<file path="src/rtl/pulse_gen_pkg.sv">
// pulse_gen_ctrl shared types and defaults.
// Mode and state encodings used across the block.
package pulse_gen_pkg;

  localparam int CNT_W_DEF   = 16;
  localparam int BURST_W_DEF = 8;

  typedef enum logic [1:0] {
    MODE_SINGLE   = 2'b00,
    MODE_PERIODIC = 2'b01,
    MODE_BURST    = 2'b10,
    MODE_RSVD     = 2'b11
  } mode_e;

  typedef enum logic {
    ST_IDLE = 1'b0,
    ST_RUN  = 1'b1
  } state_e;

endpackage

</file>
<file path="src/rtl/pulse_gen_ctrl_if.sv">
// Control/status bundle between the register
// front-end and pulse_gen_ctrl.
interface pulse_gen_ctrl_if
  import pulse_gen_pkg::*;
#(
  parameter int CNT_W   = CNT_W_DEF,
  parameter int BURST_W = BURST_W_DEF
) ();

  logic               init;
  logic               stop;
  logic [1:0]         mode;
  logic [CNT_W-1:0]   period;
  logic [CNT_W-1:0]   width;
  logic [BURST_W-1:0] burst_len;
  logic               pulse;
  logic               busy;
  logic               done;

  modport master (
    output init, stop, mode,
    output period, width, burst_len,
    input  pulse, busy, done
  );

  modport slave (
    input  init, stop, mode,
    input  period, width, burst_len,
    output pulse, busy, done
  );

endinterface

</file>
<file path="src/rtl/pulse_gen_edge.sv">
// Optional 2-flop sync (PULSE_GEN_CTRL_SYNC_EN)
// plus rising-edge detect on init; stop only synced.
module pulse_gen_edge (
  input  logic clk,
  input  logic rst_n,
  input  logic init_in,
  input  logic stop_in,
  output logic trig,
  output logic stop_s
);

  logic init_s;
  logic init_dly_d;
  logic init_dly_q;

`ifdef PULSE_GEN_CTRL_SYNC_EN
  logic [1:0] init_sync_d;
  logic [1:0] init_sync_q;
  logic [1:0] stop_sync_d;
  logic [1:0] stop_sync_q;

  // shift the raw inputs into the sync chains
  always_comb begin
    init_sync_d = {init_sync_q[0], init_in};
    stop_sync_d = {stop_sync_q[0], stop_in};
  end

  // synchronizer flops
  always_ff @(posedge clk or negedge rst_n) begin
    if (!rst_n) begin
      init_sync_q <= '0;
      stop_sync_q <= '0;
    end else begin
      init_sync_q <= init_sync_d;
      stop_sync_q <= stop_sync_d;
    end
  end

  assign init_s = init_sync_q[1];
  assign stop_s = stop_sync_q[1];
`else
  assign init_s = init_in;
  assign stop_s = stop_in;
`endif

  // previous init level for edge detect
  always_comb init_dly_d = init_s;

  // init delay flop
  always_ff @(posedge clk or negedge rst_n) begin
    if (!rst_n) init_dly_q <= 1'b0;
    else        init_dly_q <= init_dly_d;
  end

  assign trig = init_s & ~init_dly_q;

endmodule

</file>
<file path="src/rtl/pulse_gen_ctrl.sv">
// Pulse generator: SINGLE/PERIODIC/BURST sequences.
// Build option: PULSE_GEN_CTRL_SYNC_EN syncs init/stop.
module pulse_gen_ctrl
  import pulse_gen_pkg::*;
#(
  parameter int CNT_W   = CNT_W_DEF,
  parameter int BURST_W = BURST_W_DEF
) (
  input logic             clk,
  input logic             rst_n,
  pulse_gen_ctrl_if.slave bus
);

  logic trig;
  logic stop_s;

  pulse_gen_edge u_edge (
    .clk     (clk),
    .rst_n   (rst_n),
    .init_in (bus.init),
    .stop_in (bus.stop),
    .trig    (trig),
    .stop_s  (stop_s)
  );

  state_e             state_d, state_q;
  mode_e              mode_d, mode_q;
  logic [CNT_W-1:0]   ph_d, ph_q;
  logic [CNT_W-1:0]   period_d, period_q;
  logic [CNT_W-1:0]   width_d, width_q;
  logic [BURST_W-1:0] rem_d, rem_q;
  logic               pulse_d, pulse_q;
  logic               busy_d, busy_q;
  logic               done_d, done_q;

  logic eop;
  logic last;
  logic do_stop;
  logic do_start;
  logic run;

  // next-state: stop > trig > period rollover
  always_comb begin
    state_d  = state_q;
    mode_d   = mode_q;
    ph_d     = ph_q;
    period_d = period_q;
    width_d  = width_q;
    rem_d    = rem_q;
    done_d   = 1'b0;

    eop  = (ph_q == period_q - CNT_W'(1));
    last = 1'b1;
    if (mode_q == MODE_PERIODIC) last = 1'b0;
    if (mode_q == MODE_BURST)
      last = (rem_q <= BURST_W'(1));

    do_stop  = stop_s;
    do_start = !stop_s && trig &&
               (bus.period != '0);
    run      = !do_stop && !do_start &&
               (state_q == ST_RUN);

    unique case (1'b1)
      do_stop: begin
        state_d = ST_IDLE;
        ph_d    = '0;
        rem_d   = '0;
      end
      do_start: begin
        state_d  = ST_RUN;
        mode_d   = mode_e'(bus.mode);
        period_d = bus.period;
        width_d  = bus.width;
        ph_d     = '0;
        rem_d    = (bus.burst_len == '0) ?
                   BURST_W'(1) : bus.burst_len;
      end
      (run && eop && !last): begin
        ph_d = '0;
        if (mode_q == MODE_BURST)
          rem_d = rem_q - BURST_W'(1);
      end
      (run && eop && last): begin
        state_d = ST_IDLE;
        ph_d    = '0;
        rem_d   = '0;
        done_d  = 1'b1;
      end
      (run && !eop): begin
        ph_d = ph_q + CNT_W'(1);
      end
      default: ;
    endcase

    busy_d  = (state_d == ST_RUN);
    pulse_d = busy_d && (ph_d < width_d);
  end

  // state, counters, latched params, outputs
  always_ff @(posedge clk or negedge rst_n) begin
    if (!rst_n) begin
      state_q  <= ST_IDLE;
      mode_q   <= MODE_SINGLE;
      ph_q     <= '0;
      period_q <= '0;
      width_q  <= '0;
      rem_q    <= '0;
      pulse_q  <= 1'b0;
      busy_q   <= 1'b0;
      done_q   <= 1'b0;
    end else begin
      state_q  <= state_d;
      mode_q   <= mode_d;
      ph_q     <= ph_d;
      period_q <= period_d;
      width_q  <= width_d;
      rem_q    <= rem_d;
      pulse_q  <= pulse_d;
      busy_q   <= busy_d;
      done_q   <= done_d;
    end
  end

  assign bus.pulse = pulse_q;
  assign bus.busy  = busy_q;
  assign bus.done  = done_q;

endmodule

</file>
<file path="src/flat_wrapper.sv">
// flat-port wrapper written by rule: the top's interface ports become plain ports
module pulse_gen_ctrl_flat import pulse_gen_pkg::*;
#(
  parameter int CNT_W   = CNT_W_DEF,
  parameter int BURST_W = BURST_W_DEF
)
  (clk, rst_n, bus_init, bus_stop, bus_mode, bus_period, bus_width, bus_burst_len, bus_pulse, bus_busy, bus_done);
  pulse_gen_ctrl_if #(.CNT_W(CNT_W), .BURST_W(BURST_W)) bus_i ();
  input logic clk;
  input logic rst_n;
  input wire logic [$bits(bus_i.init)-1:0] bus_init;
  input wire logic [$bits(bus_i.stop)-1:0] bus_stop;
  input wire logic [$bits(bus_i.mode)-1:0] bus_mode;
  input wire logic [$bits(bus_i.period)-1:0] bus_period;
  input wire logic [$bits(bus_i.width)-1:0] bus_width;
  input wire logic [$bits(bus_i.burst_len)-1:0] bus_burst_len;
  output wire logic [$bits(bus_i.pulse)-1:0] bus_pulse;
  output wire logic [$bits(bus_i.busy)-1:0] bus_busy;
  output wire logic [$bits(bus_i.done)-1:0] bus_done;
  assign bus_i.init = bus_init;
  assign bus_i.stop = bus_stop;
  assign bus_i.mode = bus_mode;
  assign bus_i.period = bus_period;
  assign bus_i.width = bus_width;
  assign bus_i.burst_len = bus_burst_len;
  assign bus_pulse = bus_i.pulse;
  assign bus_busy = bus_i.busy;
  assign bus_done = bus_i.done;
  pulse_gen_ctrl #(.CNT_W(CNT_W), .BURST_W(BURST_W)) u_core (.clk(clk), .rst_n(rst_n), .bus(bus_i));
endmodule
</file>
<file path="config.mk">
export PLATFORM = sky130hd
export DESIGN_NAME = pulse_gen_ctrl_flat
export DESIGN_NICKNAME = d
export VERILOG_FILES = /design/src/rtl/pulse_gen_pkg.sv /design/src/rtl/pulse_gen_ctrl_if.sv /design/src/rtl/pulse_gen_edge.sv /design/src/rtl/pulse_gen_ctrl.sv /design/src/flat_wrapper.sv
export SDC_FILE = /design/constraint.sdc
export NUM_CORES = 1
export LEC_CHECK = 0
export ABC_AREA = 1
export ABC_CLOCK_PERIOD_IN_PS = 6400
export CAP_MARGIN = 20
export CORE_MARGIN = 2
export CORE_UTILIZATION = 37
export CTS_CLUSTER_DIAMETER = 50
export DETAILED_ROUTE_END_ITERATION = 10
export GPL_ROUTABILITY_DRIVEN = 0
export GPL_TIMING_DRIVEN = 0
export MAX_ROUTING_LAYER = met4
export PLACE_DENSITY = 0.58
export SLEW_MARGIN = 10
export SYNTH_ARGS = -nofsm -noshare
export SYNTH_HDL_FRONTEND = slang
export SYNTH_SLANG_ARGS = --single-unit
</file>
<file path="constraint.sdc">
create_clock -name clk -period 6.4 [get_ports clk]
set_clock_uncertainty 0.2 [all_clocks]
set_input_delay 1.28 -clock clk [delete_from_list [all_inputs] [get_ports clk]]
set_output_delay 1.28 -clock clk [all_outputs]
set_load 0.01 [all_outputs]
</file>
# After elaboration in Yosys (flattened, before gate mapping)
# Cells that the tools add are included.
word_totals:
  regBits: 62
  out_inout_bits: 3
  wordCells: 48
op_classes:
  n_addsub: 3
  order_cmp: 2
  n_eq_ne: 4
  mux: 9
  n_bitwise: 2
  reduce_logical: 19
ops:
  columns: ["op", "count"]
  rows:
  - ["one-hot mux 16 bit (2 select lines)", 1]
  - ["one-hot mux 8 bit (3 select lines)", 1]
  - ["adder 16 x 1 -> 16 bit, second input constant", 1]
  - ["equality test 16 bit", 1]
  - ["less-than comparator 16 bit", 1]
  - ["2-to-1 mux 16 bit", 1]
  - ["2-to-1 mux 8 bit", 2]
  - ["nonzero test 16 bit", 1]
  - ["subtractor 16 x 1 -> 16 bit, second input constant", 1]
  - ["logical AND 1 bit", 9]
  - ["<= comparator 8 x 1 -> 1 bit, second input constant", 1]
  - ["logical NOT 8 bit", 1]
  - ["subtractor 8 x 1 -> 8 bit, second input constant", 1]
  - ["logical NOT 1 bit", 4]
  - ["OR reduction 4 bit", 1]
  - ["2-to-1 mux 1 bit", 3]
  - ["nonzero test 3 bit", 1]
  - ["equality test 2 x 1 -> 1 bit, second input constant", 1]
  - ["equality test 2 bit, second input constant", 1]
  - ["inequality test 2 bit, second input constant", 1]
  - ["one-hot mux 1 bit (2 select lines)", 1]
  - ["AND reduction 2 bit", 1]
  - ["OR reduction 2 bit", 1]
  - ["bitwise AND 1 bit", 1]
  - ["NOT 1 bit", 1]

# Longest topological paths before layout
# Gate-level depths: netlist (run 1).
logic_depth:
  ltp_word: 13
  depth_mapped: 28
  mapped_depth_nobuf: 27

# Modules after synthesis
# From an unflattened synthesis (run 1), not the netlist that was laid out.
hier_totals:
  cells_unflattened: 537
  area_unflattened_um2: 3962.6
by_module_without_submodules:
  columns: ["mod", "n_inst", "cells_each", "area_each_um2", "seq_area_each_um2"]
  rows:
  - ["pulse_gen_ctrl", 1, 533, 3920.0, 1526.5]
  - ["pulse_gen_edge", 1, 4, 42.5, 25.0]

# Worst setup path after synthesis (run 1)
# No wires, ideal clock.
synth_timing:
  path_type: "input port to flip-flop"
  start: "input bus_period[9]"
  end: "register u_core.pulse_q (netlist: u_core.bus.pulse)"
  setup_ns: 0.077
  arrival_ns: 3.686
  path_slack_ns: 2.437
  path_stages: 17
  cell_sequence: "nor4_1 nand4_1 nand2_1 inv_2 nor2_1 nand2_1 nor4_1 a21oi_1 a21oi_1 ha_1 a21oi_1 nor2_1 a211oi_1 o21ai_0 nand3_1 nand3_1 a21oi_1"
synth_via:
  elab_chain_len: 11
  elab_cells_between_ends: 16
  cone_classes: "order compare (1); mux (3); reduce/logical (12)"
synth_rtl:
  columns: ["element", "line", "source"]
  rows:
  - ["from (decl)", "flat_wrapper.sv:14", "input wire logic [$bits(bus_i.period)-1:0] bus_period;"]
  - ["nonzero test 16 bit *", "pulse_gen_ctrl.sv:60", "(bus.period != '0);"]
  - ["logical AND 1 bit *", "pulse_gen_ctrl.sv:59", "do_start = !stop_s && trig &&"]
  - ["logical NOT 1 bit", "pulse_gen_ctrl.sv:61", "run = !do_stop && !do_start &&"]
  - ["logical AND 1 bit (2 in series)", "pulse_gen_ctrl.sv:61", null]
  - ["logical AND 1 bit", "pulse_gen_ctrl.sv:79, pulse_gen_ctrl.sv:84", null]
  - ["logical AND 1 bit, on equally long branches", "pulse_gen_ctrl.sv:84, pulse_gen_ctrl.sv:79", null]
  - ["OR reduction 4 bit (no source line)", null, null]
  - ["one-hot mux 16 bit (2 select lines) *", "pulse_gen_ctrl.sv:64", "unique case (1'b1)"]
  - ["via u_core.ph_d[9]", "pulse_gen_ctrl.sv:28", "logic [CNT_W-1:0] ph_d, ph_q;"]
  - ["less-than comparator 16 bit *", "pulse_gen_ctrl.sv:97", "pulse_d = busy_d && (ph_d < width_d);"]
  - ["logical AND 1 bit *", "pulse_gen_ctrl.sv:97", null]
  - ["via u_core.pulse_d", "pulse_gen_ctrl.sv:32", "logic pulse_d, pulse_q;"]
  - ["to (signal assigned)", "pulse_gen_ctrl.sv:119", "pulse_q <= pulse_d;"]
  - ["to (decl)", "pulse_gen_ctrl.sv:32", null]
# Mark *: on every way through the listed nets, which the timed path passes. The rest lies on a longest branch.
# A chain may end at the register's enable or synchronous reset.

# Final worst setup path (run 1)
layout_timing:
  start: "input bus_period[1]"
  end: "register u_core.pulse_q (netlist: u_core.bus.pulse)"
# Same word-level chain as after synthesis.

==> results of run 1 <==
-- synth_stat cells, types with 8 or more instances --
cell	number	area share, %
nor2_2	8	1.2
ha_1	19	5.8
o21ai_0	35	4.3
inv_1	59	5.4
or2_2	16	2.4
nor4_1	12	1.8
dfrtp_1	62	38
nor2_1	36	3.3
nand2_2	12	1.8
nand3_1	21	2.6
nand2_1	134	12
nor3_1	11	1.3
a21oi_1	18	2.2
xor2_1	17	3.6
-- routing by layer --
layer  routed length [um]  global-route usage [%]  share of wire, %
met5                    0                       -                 0
met4                  106                    5.88               1.1
met3                  415                    4.51               4.1
met2                 4630                    30.4                46
met1                 4900                    24.8                49
-- power groups by stage --
stage	logic (W)	clock network [W]	registers [W]
after global placement	0.000287	0	0.000480
final	0.000291	0.000301	0.000474
after detailed placement	0.000294	0	0.000480
after global routing	0.000337	0.000332	0.000480
after CTS	0.000295	0.000316	0.000473
after floorplan	0.000209	0	0.000469
-- final timing paths --
kind | to | slack [ps] | depth (start not counted)
worst max-delay path | u_core.bus.pulse | 1370 | 18
worst min-delay path | u_core.width_q[0] | 280 | 2
max in group asynchronous | u_core.period_q[10] | 4640 | 1
min in group asynchronous | u_core.width_q[3] | 800 | 1
worst min register to register | u_core.width_q[0] | 280 | 2
worst max register to register | u_core.bus.pulse | 2560 | 27
-- state kept, by name, summed over array words and instances (netlist names), 2 cells and up --
signal and flops:
u_core.width_q 16, u_core.rem_q 8, u_core.period_q 16, u_core.mode_q 2, u_core.ph_q 16
-- placed cells by master, fill, tap and decap left out, types with 3 or more instances in the layout --
cell / n
o21ai_2: 4
nor2_4: 3
clkbuf_8: 9
ha_1: 19
nor2_1: 36
nor3_1: 11
a21oi_1: 18
clkbuf_1: 8
or2_2: 16
nor4_1: 12
xnor2_1: 7
nor3b_1: 3
nand3_1: 21
inv_2: 6
nand2_1: 134
clkinv_2: 3
nand2_2: 12
o22ai_1: 5
nand4_1: 6
o21ai_0: 35
nand3b_1: 5
nor2_2: 8
dfrtp_1: 62
clkdlybuf4s50_1: 47
inv_1: 59
xor2_1: 17
o21ai_1: 4
-- worst max-delay path, stage by stage --
cell,delay (ps)
clkdlybuf4s50_1,420
nor4_1,570
nand4_1,190
nand2_1,130
inv_2,120
nor2_1,380
nand2_1,320
nor4_1,340
a21oi_1,70
a21oi_1,190
ha_1,280
a21oi_1,140
nor2_1,50
a211oi_1,170
o21ai_0,110
nand3_1,70
nand3_1,80
a21oi_1,170
-- area by class of cell --
class,instances,area [um^2]
Multi-Input combinational cell,400,2260
Buffer,9,48.8
Tap cell,140,175
Clock inverter,6,38.8
Timing Repair Buffer,48,478
Fill cell,1124,5910
Inverter,67,256
Sequential cell,62,1550
Clock buffer,10,128
-- per-stage QoR --
stage	setup WS, ps	cells
4_1_cts	1350	742
2_1_floorplan	2440	538
3_5_place_dp	977	726
3_3_place_gp	1030	726
5_1_grt	1090	742
6_report	1370	742
-- cells by family (layout without fill, tap and decap cells) --
group,count (synthesis),after routing,synth area share [%]
buffers and inverters,76,140,7.42
xor gates and xnor gates,24,24,5.11
DFF,62,62,37.7
and+or+nand+nor,275,275,31.9
AOI/OAI and AO/OA,80,80,11.6
adders and majority gates,19,19,5.78
muxes,2,2,0.487
==> impl_results.md, run 1 <==
- Slew at the pin closest to its max-slew limit: 805 ps
- Synth Flop Type: dfrtp_1
- First-pass GRT wire length: 17300 um
- Yosys cell types: 45
- Final core occ: 45.5%
- Setup TNS: 0 ps
- Ys async rst share: 100%
- Post-route minimum period: 5030 ps
- Max Root-Sink Buffers: 2
- Dpl cell area: 4770 um^2
- Clock slew at reported path FFs: 70 ps
- Initial DRT Pass Iterations: 4
- Clock power share: 28.2%
- Highest clock rate: 199 MHz
- Root Buffer: clkbuf_8
- Port Buffers: 48
- Clk Latency, worst-skew pair: 350 ps
- Grt ovf: 0
- Synth Net Count: 603
- Switching portion of total power: 34.5%
- Max Cap Violations: 0
- DRC violation total after the first TritonRoute iteration: 269
- Top Ports: 49
- Initial antenna violation count: 0
- CP arrival: 5090 ps
- Logic gate share of total power: 27.3%
- Row cnt: 38
- Fin area: 4930 um^2
- Seq cells post-synth: 62
- Power per cell area: 216 nW/um^2
- Starting density of the core: 38.0%
- Net count, final: 662
- CP max FO: 9
- Critical Path RT: 6460 ps
- Die area: 12000 um^2
- Hold wc startpoint: u_core.width_q[0]
- Antenna cell count: 0
- Drt drc: 0
- Die Ht: 109 um
- Number of vias per cell: 4.88
- CTS Sinks: 62
- Share of cells above drive strength 1: 12.6%
- Drt wl/cell: 13.5 um
- Post-CTS Setup Repair Bufs: 0
- Max_slew headroom: 46.4%
- Final Hold Viols: 0
- All-Layer GR Usage: 19.3%
- Tot Pwr: 0.00107 W
- Critical Path End Type: register
- Detailed placer's ending HPWL: 7890 um
- Max-slew violations: 0
- Cell Area, Synth: 4110 um^2
- Flop pwr share: 44.4%
- Outcome: finished, final reports clean
- Die width: 109 um
- Resized cells post-CTS: 0
- EDFF count, synth: 0
- WL final: 10100 um
- Syn Inst Count: 538
- P&R area growth vs syn: 19.9%
- Syn avg cell area: 7.65 um^2
- Cell Int Power: 0.000698 W
- Switch Pwr: 0.000368 W
- Largest net degree at the start of global routing: 63
- Vias: 3618
- Lkg Pwr: 2.26 nW
- Final setup fails: 0
- Startpoint types: input port
- Antenna-violating nets left: 0
- RSZ-0062 raised after global routing: false
- CTS Buf Count: 9
- Vias in the first global route: 3613
- FF-to-FF Start: u_core.period_q[0]
- # hold bufs at CTS: 0
- Worst hold path class: register to register
- Kind of critical path: input port to register
- Sequential area share after synthesis: 37.7%
- CTS tree: done
- WHS: 283 ps
- Synth warn: 0
- H-tree depth: 3
- Crit. Startpoint: bus_period[1]
- Placeable core area: 10800 um^2
- Peak supply drop: 121 uV
- Part of the cycle the worst path needs: 78.5%
Note: power is estimated with default switching activity, not from simulation.
==> run 2, diff against run 1 <==
Settings changed: ABC_CLOCK_PERIOD_IN_PS 6400 to 4200, PLACE_DENSITY 0.58 to 0.6.
Clock period 6.4 ns to 4.2 ns, I/O delays scaled along.
==> impl_results.md, run 2 (synthesis results as in run 1) <==
- Die width: 109 um
- Final Hold Viols: 0
- Initial antenna violation count: 0
- Clock slew at reported path FFs: 70 ps
- CTS Sinks: 62
- End of the critical path: u_core.bus.pulse
- Starting density of the core: 38.0%
- Grt ovf: 0
- Die area: 12000 um^2
- Highest clock rate: 256 MHz
- Number of cells in the finished layout apart from fillers: 746
- Delay-heaviest family, CP: simple AND/OR/NAND/NOR gates
- Crit. Startpoint: bus_period[1]
- Share of cells above drive strength 1: 14.9%
- Max-slew violations: 0
- R2R cell count: 27
- Net count, final: 666
- Top flop regs: u_core.period_q: 16 flops, u_core.ph_q: 16 flops, u_core.width_q: 16 flops
- Commonest non-fill, non-tap cell in the layout: nand2_1
- P&R area growth vs syn: 24.5%
- RR Endpoint: u_core.bus.pulse
- FF-to-FF Start: u_core.period_q[0]
- Max Root-Sink Buffers: 2
- Most frequent cells in the layout: nand2_1, dfrtp_1, inv_1
- Lkg Pwr: 2.34 nW
- Final Worst Setup Slack: 298 ps
- Max_slew headroom: 46.1%
- Hold wc startpoint: u_core.width_q[0]
- RSZ-0062 raised after global routing: false
- Setup WS pre-CTS: -723 ps
- First-pass GRT wire length: 17100 um
- H-tree depth: 3
- CTS tree: done
- Number of vias per cell: 4.90
- Crit-path slowest cell: clkdlybuf4s50_1
- CTS Buf Count: 9
- Critical Path End Type: register
- Setup TNS: 0 ps
- Antenna-violating nets left: 0
- All-Layer GR Usage: 18.9%
- Die Ht: 109 um
- Detailed placer's ending HPWL: 7840 um
- Outcome: finished, final reports clean
- Post-route minimum period: 3900 ps
- Initial DRT Pass Iterations: 5
- Crit path cell chain: clkdlybuf4s50_1 > nor4_4 > nand4_1 > nand2_1 > inv_2 > nor2_4 > nand2_2 > nand2_4 > nor2_8 > nand2_4 > nor3b_1 > o21ba_1 > ha_1 > nand2_1 > nor2_1 > a211oi_1 > o21ai_0 > nand3_1 > nand3_1 > a21oi_1
- Vias: 3654
- Placed cells: 726
- Stages on the worst setup path: 20
- Placeable core area: 10800 um^2
- Critical path's largest stage delay: 460 ps
- Critical path buffers and inverters: 2
- Row cnt: 38
- Startpoint types: input port
- Slew at the pin closest to its max-slew limit: 809 ps
- Drt drc: 0
- Worst hold path class: register to register
- CP arrival: 3950 ps
- Drt wl/cell: 13.5 um
- Port Buffers: 48
- Root Buffer: clkbuf_8
- WL final: 10100 um
- Kind of critical path: input port to register
- Final setup fails: 0
- Clk Latency, worst-skew pair: 340 ps
- Antenna cell count: 0
- Largest net degree at the start of global routing: 63
- Critical Path RT: 4250 ps
- CP max FO: 8
- Power per cell area: 351 nW/um^2
- Vias in the first global route: 3602
- Final core occ: 47.2%
- Part of the cycle the worst path needs: 92.9%
- Top Ports: 49
- Reg-to-reg setup timing slack: 400 ps
- Max Cap Violations: 0
- Peak supply drop: 168 uV
- DRC violation total after the first TritonRoute iteration: 279
run 2: where the power goes:
part / switching (W) / leakage (nW) / internal, W
Clock: 0.000252 / 0.116 / 0.000367
Sequential: 0.0000584 / 0.777 / 0.000662
Combinational: 0.000262 / 1.45 / 0.000195
Total: 0.000572 / 2.34 / 0.00122
run 2: cell type report:
cell class	instances	area (um^2)
clock inverter	5	81.3
clock buffer	11	151
tap	140	175
fill	1087	5720
sequential	62	1550
timing repair buffer	52	520
multi-input combinational	400	2330
buffer	9	50.0
inverter	67	256
run 2: worst min-delay path by stage:
stage | cells after the start | slack (ps) | to
floorplan | 2 | 250 | u_core.width_q[0]
global placement | 2 | 270 | u_core.width_q[0]
detailed placement | 2 | 270 | u_core.width_q[0]
CTS | 2 | 280 | u_core.width_q[0]
global route | 2 | 340 | u_core.width_q[0]
finish | 2 | 290 | u_core.width_q[0]
run 2: timing repair:
item,CTS,global route
pin swaps,0,1
gates resized for setup,4,11
hold buffers,0,0
buffers inserted,0,4
endpoints found under the setup margin,1,1
run 2: per-layer routing:
metal,vias to the layer above,GRT usage (%),share of wire (%)
li1,1885,-,-
met1,1686,25.1,49
met2,69,29.8,46
met3,14,2.31,3.2
met4,0,7.05,1.9
met5,-,-,0
run 2: worst min-delay path: cells and delay by family, from the launching register on:
kind,cells,cell delay (ps)
flops,1,320
simple gates,2,130
run 2: metrics by stage:
step | instance area [um^2] | hold WS (ps) | power, W
after detailed placement | 4770 | 267 | 0.00118
after global placement | 4770 | 266 | 0.00117
after floorplan | 4110 | 245 | 0.00103
after global routing | 5120 | 340 | 0.00190
final | 5120 | 289 | 0.00180
after CTS | 5020 | 285 | 0.00180
==> run 3, diff against run 2 <==
Settings changed: SYNTH_HIERARCHICAL from default to 1.
==> impl_results.md, run 3 <==
- Outcome: finished, final reports clean
- P&R area growth vs syn: 23.1%
- Row cnt: 37
- Most frequent cells in the layout: nand2_1, inv_1, dfrtp_1
- Clock slew at reported path FFs: 80 ps
- Drt drc: 0
- CTS Sinks: 62
- Clk Latency, worst-skew pair: 340 ps
- All-Layer GR Usage: 17.2%
- Max_slew headroom: 47.7%
- Synth top cells by count: nand2_1, inv_1, dfrtp_1, nor2_1, o21ai_0
- Stages on the worst setup path: 19
- Critical Path End Type: register
- Critical path's largest stage delay: 450 ps
- Setup TNS: 0 ps
- Die Ht: 107 um
- Worst hold path class: register to register
- Max Cap Violations: 0
- Lkg Pwr: 2.41 nW
- Vias in the first global route: 3358
- Tot Pwr: 0.00169 W
- First-pass GRT wire length: 15400 um
- Multi-input logic area: 2000 um^2
- Initial DRT Pass Iterations: 5
- Final Hold Viols: 0
- Synth warn: 6
- Max-slew violations: 0
- Number of vias per cell: 4.64
- Share of cells above drive strength 1: 10.2%
- Initial antenna violation count: 0
- Die area: 11600 um^2
- Vias: 3415
- H-tree depth: 3
- Largest net degree at the start of global routing: 63
- Critical Path RT: 4270 ps
- CTS tree: done
- Slew at the pin closest to its max-slew limit: 784 ps
- Yosys cell types: 37
- Top flop regs: u_core/period_q: 16 flops, u_core/ph_q: 16 flops, u_core/width_q: 16 flops
- Fin area: 4880 um^2
- Crit. Startpoint: bus_period[1]
- Synth Flop Type: dfrtp_1
- Placed cells: 720
- Crit path cell chain: clkdlybuf4s50_1 > nor4_2 > nand3_2 > a21oi_2 > inv_1 > nor2_4 > inv_1 > nor2_4 > nor2_2 > buf_6 > nor3b_2 > ha_1 > nand2_1 > nor2_1 > a211oi_1 > nor2_1 > a31oi_1 > nand4_1 > a21oi_2
- Antenna-violating nets left: 0
- RR Endpoint: u_core/bus.pulse
- Drt wl/cell: 12.2 um
- Highest clock rate: 251 MHz
- Synth Net Count: 602
- Setup WS pre-CTS: -353 ps
- End of the critical path: u_core/bus.pulse
- Cell Area, Synth: 3960 um^2
- Starting density of the core: 38.2%
- Power per cell area: 347 nW/um^2
- Root Buffer: clkbuf_8
- Crit-path slowest cell: clkdlybuf4s50_1
- Syn Inst Count: 537
- Top Ports: 49
- Dpl cell area: 4600 um^2
- Kind of critical path: input port to register
- Critical path buffers and inverters: 4
- EDFF count, synth: 0
- FF-to-FF Start: u_core/period_q[0]
- Delay-heaviest family, CP: simple AND/OR/NAND/NOR gates
- Max Root-Sink Buffers: 2
- Final setup fails: 0
- Top-count cell post-synth: nand2_1
- RSZ-0062 raised after global routing: false
- Reg-to-reg setup timing slack: 650 ps
- Resized cells post-CTS: 0
- Post-CTS Setup Repair Bufs: 0
- CTS Buf Count: 9
- Ys async rst share: 100%
- Part of the cycle the worst path needs: 94.7%
- Net count, final: 660
- WL final: 8980 um
- Cell taking the most area after synthesis: dfrtp_1
- Number of cells in the finished layout apart from fillers: 736
- Peak supply drop: 190 uV
- DRC violation total after the first TritonRoute iteration: 128
- CP max FO: 10
- CP arrival: 4050 ps
- Fillers: 1048
- Antenna cell count: 0
- Final Worst Setup Slack: 223 ps
- Seq cells post-synth: 62
- Top cell type's share of synthesized area: 39.2%
- R2R cell count: 25
- Startpoint types: input port
- Commonest non-fill, non-tap cell in the layout: nand2_1
- Sequential area share after synthesis: 39.2%
- Die width: 107 um
- Post-route minimum period: 3980 ps
- Detailed placer's ending HPWL: 6970 um
- Grt ovf: 0
- Placeable core area: 10400 um^2
- Top post-synthesis cells by area: dfrtp_1, nand2_1, inv_1, ha_1, nor2_1
- # hold bufs at CTS: 0
- Syn avg cell area: 7.38 um^2
- Register area: 1550 um^2
- Port Buffers: 47
## run 3: changes by cell type in the layout (fill, tap and decap cells not counted), moves of 4 or more
cell | previous run | this run
nand2_2 | 12 | 6
nor3_1 | 11 | 7
or2_2 | 16 | 1
inv_1 | 59 | 100
a31oi_1 | 0 | 4
nor2_1 | 35 | 54
nand3b_1 | 5 | 1
nand2_1 | 133 | 124
clkbuf_1 | 6 | 2
inv_2 | 6 | 2
nor4_1 | 7 | 2
## run 3: cells by family after synthesis
logic type,synth area share [%]
fa+ha+maj,6.00
buf+inv,11.2
simple gates,27.3
compound gates,10.6
flops,39.2
xor+xnor,4.86
mux,0.852
## run 3: how the worst min path moves through the flow
stage / to / cells after the start / slack (ps) / startpoint
after global routing: u_core/width_q[0] / 2 / 360 / u_core/width_q[0]
after floorplan: u_core/width_q[0] / 2 / 260 / u_core/width_q[0]
after detailed placement: u_core/width_q[0] / 2 / 300 / u_core/width_q[0]
after CTS: u_core/width_q[0] / 2 / 320 / u_core/width_q[0]
after global placement: u_core/width_q[0] / 2 / 290 / u_core/width_q[0]
final: u_core/width_q[0] / 2 / 310 / u_core/width_q[0]
## run 3: worst register-to-register path: cells and delay by family, from the launching register on
kind | cells | cell delay [ps]
AND/OR/NAND/NOR | 16 | 1580
adder cells (fa/ha/maj) | 2 | 510
flip-flops | 1 | 400
AO/OA/AOI/OAI | 3 | 450
buffers and inverters | 4 | 360
## run 3: layer usage
metal | up-vias | global-route usage [%] | wire length, um
li1 | 1809 | - | -
met1 | 1541 | 23.1 | 4670
met2 | 58 | 26.2 | 3860
met3 | 7 | 3.45 | 346
met4 | 0 | 5.04 | 101
met5 | - | - | 0
## run 3: stage by stage
stage | util [%] | hold WS [ps]
2_1_floorplan | - | 262
3_3_place_gp | 44.4 | 292
3_5_place_dp | 44.4 | 303
4_1_cts | 46.7 | 319
5_1_grt | 47.1 | 364
6_report | 47.1 | 309
## run 3: report_power, final
part           internal [W]  leakage, nW  switching [W]
clock network      0.000396        0.116       0.000249
registers          0.000658        0.761      0.0000455
logic              0.000146         1.53       0.000199
total               0.00120         2.41       0.000493
## run 3: cell type report
type | count | area share (%)
multi-input cells | 362 | 40.9
flip-flops and latches | 62 | 31.8
repair buffers | 47 | 9.59
inverters | 102 | 7.85
well taps | 136 | 3.49
clock buffers | 9 | 2.54
clock inverters | 7 | 2.51
plain buffers | 11 | 1.33
